[src/rtl/pc_sequencer.sv]
// pc_sequencer: program counter with skip/branch/wfi/rfi flow and a single-level shadow PC
module pc_sequencer #(
    parameter int unsigned PC_WIDTH = 12,
    parameter logic [PC_WIDTH-1:0] RESET_VECTOR = '0,
    parameter logic [PC_WIDTH-1:0] IRQ_VECTOR = PC_WIDTH'(4)
) (
    input  logic                clk,
    input  logic                reset,
    input  logic                ce,
    input  logic [1:0]          pc_mux,
    input  logic                pc_save,
    input  logic                skip,
    input  logic [PC_WIDTH-1:0] literal,
    input  logic [PC_WIDTH-1:0] wreg,
    input  logic                irq,
    output logic [PC_WIDTH-1:0] pc,
    output logic [PC_WIDTH-1:0] saved_pc,
    output logic                in_isr,
    output logic                waiting,
    output logic                irq_ack
);
    localparam logic [0:0] RUN = 1'b0;
    localparam logic [0:0] WAIT = 1'b1;
    logic [PC_WIDTH-1:0] pc_q, pc_d, saved_q, saved_d, inc1, inc2, npc;
    logic [0:0] state_q, state_d;
    logic isr_q, isr_d, ack_q, ack_d;
    logic run, is_rfi, wfi_go, take, wake, adv;
    always_comb begin
        inc1 = pc_q + PC_WIDTH'(1);
        inc2 = pc_q + PC_WIDTH'(2);
        run = state_q == RUN;
        is_rfi = pc_mux == 2'd3 && !pc_save && isr_q;
        wfi_go = run && pc_mux == 2'd3 && pc_save && !isr_q;
        npc = pc_mux == 2'd0 ? (skip ? inc2 : inc1) :
              pc_mux == 2'd1 ? wreg :
              pc_mux == 2'd2 ? literal :
              is_rfi ? saved_q : inc1;
        take = run && irq && !isr_q && !wfi_go;
        wake = !run && irq;
        adv = run && !wfi_go && !take;
        pc_d = !ce ? pc_q : (take || wake) ? IRQ_VECTOR : adv ? npc : pc_q;
        saved_d = !ce ? saved_q : take ? npc : wake ? inc1 : saved_q;
        isr_d = !ce ? isr_q : (take || wake) ? 1'b1 : (adv && is_rfi) ? 1'b0 : isr_q;
        state_d = !ce ? state_q : wfi_go ? WAIT : wake ? RUN : state_q;
        ack_d = ce && (take || wake);
    end
    always_ff @(posedge clk) begin
        if (reset) begin
            pc_q <= RESET_VECTOR;
            saved_q <= RESET_VECTOR;
            isr_q <= 1'b0;
            state_q <= RUN;
            ack_q <= 1'b0;
        end else begin
            pc_q <= pc_d;
            saved_q <= saved_d;
            isr_q <= isr_d;
            state_q <= state_d;
            ack_q <= ack_d;
        end
    end
    assign pc = pc_q;
    assign saved_pc = saved_q;
    assign in_isr = isr_q;
    assign waiting = state_q == WAIT;
    assign irq_ack = ack_q;
endmodule

[config.mk]
export PLATFORM = sky130hd
export DESIGN_NAME = pc_sequencer
export DESIGN_NICKNAME = d
export VERILOG_FILES = /design/src/rtl/pc_sequencer.sv
export SDC_FILE = /design/constraint.sdc
export NUM_CORES = 1
export LEC_CHECK = 0
export BUFFER_PORTS_ARGS = -buffer_cell sky130_fd_sc_hd__buf_2
export CORE_MARGIN = 2
export CORE_UTILIZATION = 49
export DETAILED_ROUTE_END_ITERATION = 10
export PLACE_DENSITY = 0.76
export SYNTH_ARGS = -nofsm -noshare
export SYNTH_HDL_FRONTEND = slang
export SYNTH_SLANG_ARGS = --single-unit
export TNS_END_PERCENT = 5
[constraint.sdc]
create_clock -name clk -period 2.6 [get_ports clk]
set_clock_uncertainty 0.15 [all_clocks]
set_input_delay 0.13 -clock clk [delete_from_list [all_inputs] [get_ports clk]]
set_output_delay 0.13 -clock clk [all_outputs]
set_load 0.005 [all_outputs]
==> impl_results.md <==
* Status: completed
* Global-route wire length before repair at 10,300 um
* Nets at 354
* CTS Buffer Depth at 2
* Max-cap violations at 0
* CORE AREA at 4030 um^2
* Setup TNS at 0 ns
* Comb power frac at 27.7%
* Count leader, synth: dfxtp_1
* Num ports at 59
* Drt via density at 6.23
* Worst-Skew Late Latency at 0.28 ns
* Drt wl/cell at 17.7 um
* Clk slew on worst S/H paths at 0.10 ns
* CTS tree: built
* Clock Sinks at 27
* Part of the cycle the worst path needs at 93.6%
* Chip height at 69.0 um
* Gr usage total at 29.9%
* CP peak stage delay at 0.46 ns
* Hold-fix buffers at CTS at 1
* VDD IR max at 0.260 mV
* Mapped Area at 2070 um^2
* Sequential power share at 46.7%
* Critical Path Most Common Cell: or3b_2
* Port-buffer cells at 58
* R2R Path End: pc[6]$_SDFFE_PP0P_
* Worst-path cell chain: ha_1 > mux2_2 > or3b_2 > mux2i_1 > or3b_2 > a22o_1
* Slew HR at 49.4%
* Grt total ovfl at 0
* Hold Path End: waiting$_SDFFE_PP0P_
* Critical path's top delay family: simple AND/OR/NAND/NOR gates
* Mapped Cells at 265
* CP endpoint kind: register
* CP Launch Type: register
* Residual DRC at 0
* Critical Path AT at 2.47 ns
* Initial antenna violation count at 0
* Internal power at 675 uW
* Fill count at 408
* RSZ-0062 raised after global routing: no
* Pin count of the biggest net entering global routing at 20
* Switching Share at 32.7%
* Vias in the first global route at 2,061
* Sequential cell area at 541 um^2
* Critical Path RT at 2.64 ns
* Hold crit path type: in -> reg
* Dominant cell type by area after synthesis: dfxtp_1
* H-Tree Depth at 1
* Synth Register Bits at 27
* Initial Util at 51.4%
* Fin. Hold Viols at 0
* Post-synthesis async set-or-reset flop share at 0%
* Net switching power at 328 uW
* Final setup viols at 0
* Top cells by count, synth: dfxtp_1, nand2_1, nor2_1
* Hold path cells at 4
* Clock share of power at 25.5%
* # rows at 23
* Post-cts sizing count at 0
* Crit Path Category: reg -> reg
* Post-synth top area share at 26.1%
* Area grow syn2layout at 19.2%
* Final WL at 6530 um
* Fin util at 61.2%
* PwrDens at 407 nW/um^2
* Syn. warnings at 0
* First-pass DRT Iterations at 5
* Sequential area share after synthesis at 26.1%
* Synth area leaders: dfxtp_1, nand2_1, nor2_1
* Hold path startpoint: irq
* Fmax at 411 MHz
* Post-CTS setup buffers at 0
* Die ar. at 4760 um^2
* Root Driver: clkbuf_8
* EDFF count, synth at 0
* Pleak at 1.06 nW
* CP Max Fanout at 6
* Fin crit period at 2.43 ns
* Buf/Inv on CP at 0
* Reg2reg start: pc[1]$_SDFFE_PP0P_
* Mapped Nets at 299
* Mean Syn Cell Area at 7.81 um^2
* Die width at 69.0 um
* Gpl congestion at 0.966
* Worst Tran Pin Value at 0.757 ns
* Multi-input logic area at 1420 um^2
* Critical-path top delay cell: or3b_2
* DRT antenna net count at 0
* Primary FF master, synth: dfxtp_1
* Reg2reg path depth at 6
* Final Max Tran Viols at 0
* Unique cell type count in the Yosys netlist at 65
* CTS Buf Count at 3
* Hpwl dp at 4780 um
* DRT iter0 DRCs at 240
* Routed vias at 2,299
* Diode count at 0
* R2R Setup Slk at 0.17 ns
* Layout cells sized above 1 at 27.0%
metal layers:
layer | global-route usage (%) | part of all wire [%]
met4 | 12.7 | 3.0
met1 | 40.9 | 44
met2 | 47.4 | 46
met3 | 3.73 | 7.7
met5 | 0 | 0
layout by cell type, fill, tap and decap left out, drive strengths merged, types with 7 or more instances in the layout:
cell / synthesis / routed
a31oi: 7 / 7
inv: 7 / 7
buf: 5 / 68
nand3: 9 / 9
xor2: 8 / 8
a21oi: 14 / 14
a211oi: 7 / 7
nor3: 7 / 7
a22o: 8 / 8
o21ai: 13 / 13
nand2: 23 / 23
dfxtp: 27 / 27
nor2: 21 / 21
area by class of cell:
cell class | instances | area share, %
Multi-Input combinational cell | 212 | 57.4
Sequential cell | 27 | 21.9
Timing Repair Buffer | 69 | 15.2
Tap cell | 50 | 2.54
Clock buffer | 4 | 1.83
Inverter | 7 | 1.07
kinds of logic after synthesis:
kind of cell | Yosys count | synth area share, %
fa+ha+maj | 2 | 1.21
mux | 8 | 5.38
xor+xnor | 13 | 5.50
flops | 27 | 26.1
compound gates | 82 | 27.9
buf+inv | 26 | 5.44
simple gates | 107 | 28.4
power groups by stage:
stage                     logic [mW]  clock network (mW)  registers, mW
after floorplan                0.174                   0          0.470
after global placement         0.269                   0          0.476
after detailed placement       0.273                   0          0.477
after CTS                      0.274               0.258          0.467
after global routing           0.308               0.274          0.472
final                          0.278               0.256          0.468
worst max-delay path by stage:
stage	depth (start not counted)	endpoint	from	slack [ns]
6_report	6	pc[6]$_SDFFE_PP0P_	pc[1]$_SDFFE_PP0P_	0.17
4_1_cts	6	pc[6]$_SDFFE_PP0P_	pc[1]$_SDFFE_PP0P_	0.20
3_5_place_dp	6	pc[6]$_SDFFE_PP0P_	pc[1]$_SDFFE_PP0P_	0.22
5_1_grt	6	pc[6]$_SDFFE_PP0P_	pc[1]$_SDFFE_PP0P_	0.09
3_3_place_gp	6	pc[6]$_SDFFE_PP0P_	pc[1]$_SDFFE_PP0P_	0.28
2_1_floorplan	6	pc[6]$_SDFFE_PP0P_	pc[1]$_SDFFE_PP0P_	0.33
metrics by stage:
step | std cells | hold WS (ns) | worst slack [ns] | area, um^2 | power (mW)
3_3_place_gp | 364 | 0.303 | 0.280 | 2410 | 0.746
6_report | 369 | 0.0679 | 0.166 | 2470 | 1.00
2_1_floorplan | 265 | 0.167 | 0.334 | 2070 | 0.645
4_1_cts | 369 | 0.0640 | 0.203 | 2470 | 0.999
5_1_grt | 369 | 0.107 | 0.0939 | 2470 | 1.05
3_5_place_dp | 364 | 0.300 | 0.223 | 2410 | 0.749
worst reg2reg max path: cells and delay by family (launching register included):
| family | cells | cell delay [ns] |
|---|---|---|
| DFF | 1 | 0.45 |
| adders and majority gates | 1 | 0.30 |
| AOI/OAI and AO/OA | 1 | 0.18 |
| muxes | 2 | 0.37 |
| and+or+nand+nor | 2 | 0.90 |
state kept, by name (all words and copies together) (netlist names):
signal / flops
pc: 12
saved_pc: 12
in_isr: 1
irq_ack: 1
waiting: 1
Power figures use the tool's default switching activity.
